==> src/rtl/mem_req_serializer_pkg.sv <==
// Shared definitions for the memory request serializer: target codes, FSM states,
// beat counts and the FIFO entry layout.
package mem_req_serializer_pkg;

  // Request target codes
  localparam logic [1:0] TGT_SDRAM = 2'd0;
  localparam logic [1:0] TGT_FLASH = 2'd1;
  localparam logic [1:0] TGT_ROM   = 2'd2;
  localparam logic [1:0] TGT_ILL   = 2'd3;

  // Beats per request on the multi-beat channels
  localparam int unsigned SDRAM_BEATS = 2;
  localparam int unsigned ROM_BEATS   = 4;

  typedef enum logic [2:0] {
    StIdle,
    StSLo,
    StSHi,
    StFl,
    StRom
  } state_e;

  typedef struct packed {
    logic [1:0] target;
    logic [7:0] data;
  } req_t;

  // ROM beat k carries bits [2k+1:2k] zero-extended to three bits
  function automatic logic [2:0] rom_chunk(input logic [7:0] d, input logic [1:0] k);
    return {1'b0, d[{k, 1'b0} +: 2]};
  endfunction

endpackage

==> src/rtl/mem_req_fifo.sv <==
// DEPTH-entry synchronous FIFO of {target, data} request words with a synchronous flush.
// Push is ignored when full and pop when empty; there is no full-bypass.
module mem_req_fifo
  import mem_req_serializer_pkg::*;
#(
  parameter int unsigned DEPTH = 4,
  parameter int unsigned PTR_W = $clog2(DEPTH)
) (
  input  logic clk_i,
  input  logic rst_i,
  input  logic push_i,
  input  req_t wdata_i,
  input  logic pop_i,
  output req_t rdata_o,
  output logic full_o,
  output logic empty_o
);

  localparam int unsigned CNT_W = PTR_W + 1;

  req_t             mem_q [DEPTH];
  logic [PTR_W-1:0] wr_ptr_q, rd_ptr_q;
  logic [CNT_W-1:0] cnt_q, cnt_d;
  logic             do_push, do_pop;

  assign full_o  = (cnt_q == CNT_W'(DEPTH));
  assign empty_o = (cnt_q == '0);
  assign do_push = push_i && !full_o;
  assign do_pop  = pop_i && !empty_o;
  assign rdata_o = mem_q[rd_ptr_q];

  // Occupancy next-state from the push/pop pair
  always_comb begin
    cnt_d = cnt_q;
    unique case ({do_push, do_pop})
      2'b10:   cnt_d = cnt_q + CNT_W'(1);
      2'b01:   cnt_d = cnt_q - CNT_W'(1);
      default: cnt_d = cnt_q;
    endcase
  end

  // Pointers and occupancy; pointers wrap naturally since DEPTH is a power of two
  always_ff @(posedge clk_i) begin
    if (rst_i) begin
      wr_ptr_q <= '0;
      rd_ptr_q <= '0;
      cnt_q    <= '0;
    end else begin
      if (do_push) wr_ptr_q <= wr_ptr_q + PTR_W'(1);
      if (do_pop)  rd_ptr_q <= rd_ptr_q + PTR_W'(1);
      cnt_q <= cnt_d;
    end
  end

  // Storage needs no reset; occupancy qualifies every read
  always_ff @(posedge clk_i) begin
    if (do_push) mem_q[wr_ptr_q] <= wdata_i;
  end

endmodule

==> src/rtl/mem_req_serializer.sv <==
// Buffers byte requests and serializes each into SDRAM (2 nibbles), flash (1 byte) or
// ROM (4 x 3-bit) beats, one request at a time in FIFO order.
// Optional MEM_REQ_TGT_CHECK_EN: target 3 is dropped and flagged on err; otherwise it is
// sent as a flash beat and err stays 0.
module mem_req_serializer
  import mem_req_serializer_pkg::*;
#(
  parameter  int unsigned DEPTH = 4,
  localparam int unsigned PTR_W = $clog2(DEPTH)
) (
  input  logic       clock,
  input  logic       reset,
  input  logic       req_valid,
  output logic       req_ready,
  input  logic [1:0] req_target,
  input  logic [7:0] req_data,
  output logic       sdram_valid,
  output logic [3:0] sdram_data_o,
  input  logic       sdram_ready,
  output logic       flash_valid,
  output logic [7:0] flash_data_o,
  input  logic       flash_ready,
  output logic       rom_valid,
  output logic [2:0] rom_data_o,
  input  logic       rom_ready,
  output logic       busy,
  output logic       err
);

  localparam logic [1:0] ROM_LAST = 2'(ROM_BEATS - 1);

  state_e     state_q, state_d;
  logic [1:0] k_q, k_d;
  req_t       head;
  logic       full, empty, push, pop;

  assign req_ready = !full && !reset;
  assign push      = req_valid && req_ready;
  assign busy      = !empty || (state_q != StIdle);

  mem_req_fifo #(
    .DEPTH (DEPTH),
    .PTR_W (PTR_W)
  ) u_fifo (
    .clk_i   (clock),
    .rst_i   (reset),
    .push_i  (push),
    .wdata_i ({req_target, req_data}),
    .pop_i   (pop),
    .rdata_o (head),
    .full_o  (full),
    .empty_o (empty)
  );

`ifdef MEM_REQ_TGT_CHECK_EN
  logic err_q, err_d;
  assign err = err_q;
`else
  assign err = 1'b0;
`endif

  // Next state, ROM beat counter and pop on the final beat's fire
  always_comb begin
    state_d = state_q;
    k_d     = k_q;
    pop     = 1'b0;
`ifdef MEM_REQ_TGT_CHECK_EN
    err_d   = err_q;
`endif
    unique case (state_q)
      StIdle: begin
        if (!empty) begin
          k_d = '0;
          if (head.target == TGT_SDRAM) begin
            state_d = StSLo;
          end else if (head.target == TGT_ROM) begin
            state_d = StRom;
`ifdef MEM_REQ_TGT_CHECK_EN
          end else if (head.target == TGT_ILL) begin
            pop   = 1'b1;
            err_d = 1'b1;
`endif
          end else begin
            state_d = StFl;
          end
        end
      end
      StSLo: if (sdram_ready) state_d = StSHi;
      StSHi: begin
        if (sdram_ready) begin
          pop     = 1'b1;
          state_d = StIdle;
        end
      end
      StFl: begin
        if (flash_ready) begin
          pop     = 1'b1;
          state_d = StIdle;
        end
      end
      StRom: begin
        if (rom_ready) begin
          if (k_q == ROM_LAST) begin
            pop     = 1'b1;
            state_d = StIdle;
          end else begin
            k_d = k_q + 2'd1;
          end
        end
      end
      default: state_d = StIdle;
    endcase
  end

  // Beat presentation decoded from the registered state; head is stable until pop
  always_comb begin
    sdram_valid  = 1'b0;
    sdram_data_o = '0;
    flash_valid  = 1'b0;
    flash_data_o = '0;
    rom_valid    = 1'b0;
    rom_data_o   = '0;
    unique case (state_q)
      StSLo: begin
        sdram_valid  = 1'b1;
        sdram_data_o = head.data[3:0];
      end
      StSHi: begin
        sdram_valid  = 1'b1;
        sdram_data_o = head.data[7:4];
      end
      StFl: begin
        flash_valid  = 1'b1;
        flash_data_o = head.data;
      end
      StRom: begin
        rom_valid  = 1'b1;
        rom_data_o = rom_chunk(head.data, k_q);
      end
      default: ;
    endcase
  end

  // State registers with synchronous reset
  always_ff @(posedge clock) begin
    if (reset) begin
      state_q <= StIdle;
      k_q     <= '0;
`ifdef MEM_REQ_TGT_CHECK_EN
      err_q   <= 1'b0;
`endif
    end else begin
      state_q <= state_d;
      k_q     <= k_d;
`ifdef MEM_REQ_TGT_CHECK_EN
      err_q   <= err_d;
`endif
    end
  end

endmodule
==> config.mk <==
export PLATFORM = sky130hd
export DESIGN_NAME = mem_req_serializer
export DESIGN_NICKNAME = d
export VERILOG_FILES = /design/src/rtl/mem_req_serializer_pkg.sv /design/src/rtl/mem_req_fifo.sv /design/src/rtl/mem_req_serializer.sv
export SDC_FILE = /design/constraint.sdc
export NUM_CORES = 1
export LEC_CHECK = 0
export BUFFER_PORTS_ARGS = -buffer_cell sky130_fd_sc_hd__buf_2
export CAP_MARGIN = 10
export CORE_MARGIN = 4
export CORE_UTILIZATION = 35
export CTS_CLUSTER_DIAMETER = 120
export DETAILED_ROUTE_END_ITERATION = 16
export PLACE_DENSITY = 0.62
export SLEW_MARGIN = 20
export SYNTH_ARGS = -nofsm -noshare
export SYNTH_HDL_FRONTEND = slang
export SYNTH_HIERARCHICAL = 1
export SYNTH_SLANG_ARGS = --single-unit
==> constraint.sdc <==
create_clock -name clock -period 7.15 [get_ports clock]
set_clock_uncertainty 0.1 [all_clocks]
set_input_delay 0.715 -clock clock [delete_from_list [all_inputs] [get_ports clock]]
set_output_delay 0.715 -clock clock [all_outputs]
set_load 0.005 [all_outputs]
==> results of run 1 <==
final timing paths:
check | end | slack, ns | depth (start not counted)
max | rom_data_o[1] | 3.86 | 4
min | u_fifo/rd_ptr_q[1]$_SDFFE_PP0P_ | 0.40 | 2
max reg2reg | u_fifo/cnt_q[2]$_SDFFE_PP0P_ | 4.12 | 11
min reg2reg | u_fifo/rd_ptr_q[1]$_SDFFE_PP0P_ | 0.40 | 2
registers in the layout, indices dropped and copies added, names as in the netlist, named ones only:
| signal | flops |
|---|---|
| k_q | 2 |
| state_q | 3 |
| u_fifo/cnt_q | 3 |
| u_fifo/mem_q | 40 |
| u_fifo/rd_ptr_q | 2 |
| u_fifo/wr_ptr_q | 2 |
synthesized netlist by cell type (2+ instances only):
cell type   n
nand2b_1    5
xor2_1      3
nand2_1     3
inv_1       9
o21ai_0     8
clkbuf_1    2
buf_2       3
nand3b_1    3
mux2i_1     4
buf_6       2
mux4_2     12
or3_1       3
edfxtp_1   40
a21oi_1     4
and3_1      2
and2_1     14
dfxtp_1    14
ha_1        6
a22oi_1     4
buf_4       2
nor2_1     15
cell families after synthesis:
| family | after synthesis | synth area share [%] |
|---|---|---|
| AO/OA/AOI/OAI | 21 | 6.06 |
| other | 1 | 0.149 |
| buffers and inverters | 19 | 3.87 |
| AND/OR/NAND/NOR | 58 | 14.0 |
| adder cells (fa/ha/maj) | 7 | 3.77 |
| XOR/XNOR | 3 | 1.04 |
| multiplexers | 16 | 12.3 |
| flip-flops | 54 | 58.8 |
report_power, final:
group          internal (mW)  switching, mW  leakage, nW  total [mW]
clock                 0.0727          0.105       0.0502       0.178
combinational         0.0866         0.0857        0.514       0.172
sequential             0.351         0.0285        0.477       0.379
per-stage QoR:
| step | worst slack, ns | power [mW] | hold slack [ns] | util, % | cells |
|---|---|---|---|---|---|
| after floorplan | 4.45 | 0.514 | 0.359 | - | 180 |
| after global placement | 4.13 | 0.560 | 0.375 | 39.8 | 300 |
| after detailed placement | 4.08 | 0.562 | 0.393 | 39.8 | 300 |
| after CTS | 3.80 | 0.739 | 0.407 | 41.3 | 308 |
| after global routing | 3.66 | 0.775 | 0.440 | 41.3 | 308 |
| final | 3.86 | 0.729 | 0.401 | 41.3 | 308 |
layer usage:
layer  global-route usage [%]  wire length, um  vias to the layer above
met4                     4.88               96                        0
met1                     15.5             2150                      692
li1                         -                -                      716
met5                        0                0                        -
met3                     3.17              194                        9
met2                     17.9             2060                       31
worst max-delay path, cell delays in order, from the launching register on:
cell and delay [ns]:
dfxtp_1 0.75, mux4_2 0.62, mux4_2 0.48, and3_1 0.20
buf_2 0.12
area by class of cell:
| type | instances | area, um^2 | share of cell area [%] |
|---|---|---|---|
| Multi-Input combinational cell | 107 | 946 | 33.2 |
| Sequential cell | 54 | 1480 | 52.0 |
| Inverter | 9 | 33.8 | 1.19 |
| Clock buffer | 5 | 68.8 | 2.42 |
| Timing Repair Buffer | 34 | 170 | 5.97 |
| Tap cell | 96 | 120 | 4.22 |
| Clock inverter | 3 | 28.8 | 1.01 |
==> run_results.csv, run 1 <==
group,metric,value,unit
global_routing,antenna_found_initial,0,
timing,count_of_final_max_slew_check_failures,0,
critical_path,crit-reg2reg-launch,"state_q[2]$_SDFFE_PP0P_",
timing,finalWorstPathRequiredPeriod,3.29,ns
synth,synth_cell_type_count,42,
clock_network,clock_tree.buffer_depth,2,
synth,postSynthRegisterBits,54,
cells_and_area,layout_nets,234,
placement,place_area,2750,um^2
timing,hold_viol,0,
die,io-pin-count,37,
clock_network,cts_tree,"built",
synth,synth_async_sr_flop_share,0,%
critical_path,timing.critical_path.fanout_max,10,
job,drv.max_cap_violation_count,0,
die,die_area,8620,um^2
power,peakVddDrop,0.0000949,V
clock_network,clock_tree.root_cell,"clkbuf_8",
detailed_routing,route.detailed.vias_per_inst,4.70,
clock_network,cts_buf_count,5,
detailed_routing,route.final.wire_length,4.50,mm
global_routing,globalRoute.totalOverflow,0,
timing,tightest_slew,0.653,ns
timing,max_freq,304,MHz
die,die_height,92.9,um
min_path,holdCritPathClass,"reg2reg",
clock_network,clk_pin_slew,0.10,ns
synth,postSynthCellCount,179,
placement,place_congestion,0.722,
detailed_routing,vias,1448,
cells_and_area,syn_to_final_growth,13.0,%
synth,yosysSeqAreaShare,58.8,%
timing,grt_setup_unrepaired,"false",
timing,finalSetupViolations,0,
cells_and_area,n_antenna_cell,0,
critical_path,worst_setup_ep_type,"output pin",
placement,place.port_buffers,34,
placement,dp_hpwl,3.35,mm
synth,ys.warnings.count,6,
synth,synth_enable_flop_cells,40,
timing,relSlewSlack,56.4,%
global_routing,wire_length_of_the_first_global_routing_pass,7.65,mm
clock_network,cts_repair_resize_count,0,
power,p_leak,1.04,nW
cells_and_area,fillerInstances,651,
min_path,hold_path_startpoint,"u_fifo/rd_ptr_q[1]$_SDFFE_PP0P_",
cells_and_area,layout-drive-gt1-share,29.7,%
clock_network,post-cts-setup-buffers,0,
cells_and_area,layout.cells.most_common,"edfxtp_1",
die,die_width,92.9,um
outcome,status,"finished, final reports clean",
detailed_routing,route.detailed.wl_per_inst,14.6,um
detailed_routing,drt_iter0_markers,48,
global_routing,grt_start_max_net_pins,20,
clock_network,ctsHtreeMaxLevel,2,
cells_and_area,final_cell_area,2850,um^2
synth,synth_top_cell_by_area,"edfxtp_1",
synth,synthFlopType,"edfxtp_1",
cells_and_area,layout_common_cells,"edfxtp_1, buf_2, nor2_1, and2_1, dfxtp_1",
detailed_routing,drt-pass1-iter-count,4,
die,initial_utilization,36.5,%
global_routing,grt_pass1_vias,1534,
clock_network,holdBufCountCts,0,
power,power_per_cell_area,256,nW/um^2
global_routing,grtUsageTotal,11.6,%
clock_network,clock_insertion_delay_worst_skew,0.31,ns
synth,syn_area_per_cell,14.1,um^2
synth,synthTopCellsByArea,"edfxtp_1, dfxtp_1, mux4_2, and2_1, ha_1",
die,core-area,6910,um^2
timing,finalSetupTns,0,ns
critical_path,critical_path_arrival,2.48,ns
synth,post_synth_instance_area,2520,um^2
clock_network,clock_sinks,54,
critical_path,worstSetupPathType,"reg2out",
critical_path,cp-start-kind,"flip-flop",
synth,yosysTopAreaCellShare,47.6,%
timing,layout_worst_path_cycle_share,46.0,%
die,fp-row-count,30,
detailed_routing,ant_nets,0,
detailed_routing,drcViolationCount,0,
critical_path,cp_data_required_time,6.34,ns
Note: power is estimated with default switching activity, not from simulation.
==> run 2: changes to the inputs <==
clock period = 3.35 ns   (was 7.15 ns; I/O delays follow)
==> run_results.csv, run 2 (synthesis gave the netlist of run 1 again) <==
group,metric,value,unit
critical_path,timing.critical_path.mode_cell,"mux4_2",
min_path,holdCritPathClass,"in2reg",
clock_network,clock_tree.buffer_depth,2,
outcome,status,"finished, final reports clean",
timing,finalWorstPathRequiredPeriod,2.87,ns
global_routing,antenna_found_initial,0,
global_routing,wire_length_of_the_first_global_routing_pass,7.89,mm
die,initial_utilization,36.5,%
global_routing,globalRoute.totalOverflow,0,
cells_and_area,layout.cells.most_common,"edfxtp_1",
critical_path,worstSetupPathType,"reg2out",
critical_path,cp-start-kind,"flip-flop",
clock_network,cts_repair_resize_count,0,
critical_path,worst_setup_ep_type,"output pin",
cells_and_area,syn_to_final_growth,13.9,%
power,power_per_cell_area,544,nW/um^2
detailed_routing,route.final.wire_length,4.67,mm
timing,relSlewSlack,62.1,%
global_routing,use_met1,16.2,%
die,core-area,6910,um^2
clock_network,holdBufCountCts,0,
power,p_int,1.09,mW
critical_path,cp_data_required_time,2.91,ns
clock_network,cts_tree,"built",
job,drv.max_cap_violation_count,0,
cells_and_area,largest_register_ffs,40,
cells_and_area,final_cell_area,2870,um^2
global_routing,grt.busiest_layer,"met2",
critical_path,critical_path_arrival,2.44,ns
cells_and_area,largest_registers,"u_fifo/mem_q: 40 flops, state_q: 3 flops, u_fifo/cnt_q: 3 flops",
timing,tightest_slew,0.568,ns
critical_path,path_cells,"mux4_2 > mux4_2 > and3_1 > buf_2",
placement,place.port_buffers,34,
placement,dp_hpwl,3.43,mm
detailed_routing,ant_nets,0,
detailed_routing,drcViolationCount,0,
cells_and_area,n_antenna_cell,0,
power,switching_share,30.0,%
clock_network,post-cts-setup-buffers,0,
cells_and_area,fillerInstances,669,
placement,place_area,2770,um^2
timing,finalSetupViolations,0,
detailed_routing,route.detailed.wl_per_inst,15.0,um
global_routing,grtUsageTotal,11.9,%
die,fp-row-count,30,
global_routing,grt_pass1_vias,1522,
cells_and_area,largest_register,"u_fifo/mem_q",
power,share_of_total_power_in_the_clock_network,24.0,%
die,die_height,92.9,um
power,netSwitchingPower,469,uW
die,die_width,92.9,um
detailed_routing,route.detailed.vias_per_inst,4.86,
placement,place_congestion,0.796,
power,p_seq_share,51.5,%
timing,layout_worst_path_cycle_share,85.8,%
die,io-pin-count,37,
cells_and_area,layout_common_cells,"edfxtp_1, buf_2, nor2_1, and2_1, dfxtp_1",
clock_network,ctsHtreeMaxLevel,2,
clock_network,clock_sinks,54,
critical_path,critical_path_buf_inv_count,1,
cells_and_area,layout_nets,237,
die,die_area,8620,um^2
timing,hold_viol,0,
global_routing,global_route.usage.met2,18.5,%
power,peakVddDrop,0.000276,V
timing,grt_setup_unrepaired,"false",
detailed_routing,vias,1513,
clock_network,clock_insertion_delay_worst_skew,0.31,ns
power,final_power,1.56,mW
timing,count_of_final_max_slew_check_failures,0,
power,p_leak,1.06,nW
power,power_frac_comb,24.5,%
clock_network,clk_pin_slew,0.10,ns
detailed_routing,drt-pass1-iter-count,4,
detailed_routing,drt_iter0_markers,79,
global_routing,globalRouteMet3Util,2.68,%
critical_path,cp_slowest_cell,"dfxtp_1",
cells_and_area,layout-drive-gt1-share,30.7,%
critical_path,path_delay_family,"multiplexers",
timing,max_freq,348,MHz
clock_network,clock_tree.root_cell,"clkbuf_8",
timing,finalSetupTns,0,ns
global_routing,grt_start_max_net_pins,20,
clock_network,cts_buf_count,5,
critical_path,crit_path_max_incr_delay,0.69,ns
critical_path,timing.critical_path.fanout_max,9,
-- run 2: cell types whose count changed in the layout (fill, tap and decap cells not counted) --
cell,change
buf_4,+3
-- run 2: worst reg2reg max path: stages, from the launching register on --
cell and delay [ns]:
dfxtp_1 0.45, ha_1 0.20, nand3_1 0.10, o22a_1 0.22, o21ai_0 0.26, o31ai_2 0.14
inv_1 0.07, ha_1 0.17, inv_1 0.06, fa_1 0.37, xor2_1 0.15, or3_1 0.31
a21oi_1 0.14
-- run 2: final cells by class --
cell class / count / area (um^2) / share of cell area, %
tap: 96 / 120 / 4.18
inverter: 9 / 33.8 / 1.18
timing repair buffer: 37 / 193 / 6.71
sequential: 54 / 1480 / 51.6
clock buffer: 5 / 68.8 / 2.40
multi-input combinational: 107 / 946 / 32.9
clock inverter: 3 / 28.8 / 1.00
-- run 2: final timing paths --
check             slack [ns]                            to  depth (start not counted)                       startpoint
setup / recovery        0.48                 rom_data_o[0]                          4                        flip-flop
hold / removal          0.13  u_fifo/mem_q[0][5]$_DFFE_PP_                          1                      req_data[5]
setup reg to reg        0.55  u_fifo/cnt_q[2]$_SDFFE_PP0P_                         12              k_q[0]$_SDFFE_PP0P_
hold reg to reg         0.41                     flip-flop                          2  u_fifo/rd_ptr_q[1]$_SDFFE_PP0P_
-- run 2: metal layers --
layer | wire length (um) | share of wire [%] | vias to the layer above
li1 | - | - | 727
met1 | 2220 | 48 | 751
met2 | 2170 | 46 | 30
met3 | 209 | 4.5 | 5
met4 | 68 | 1.5 | 0
met5 | 0 | 0 | -
-- run 2: through the flow --
step	setup WS, ns	util (%)	hold slack [ns]	instances
global route	0.301	41.6	0.117	311
CTS	0.408	41.6	0.123	311
floorplan	0.796	-	0.304	180
detailed placement	0.566	40.2	0.411	303
finish	0.477	41.6	0.135	311
global placement	0.642	40.2	0.400	303
-- run 2: power by group through the flow --
stage	Clock (mW)	Sequential, mW	Combinational [mW]
after floorplan	0	0.779	0.318
after global placement	0	0.818	0.382
after detailed placement	0	0.821	0.386
after CTS	0.394	0.806	0.388
after global routing	0.429	0.816	0.424
final	0.375	0.806	0.383
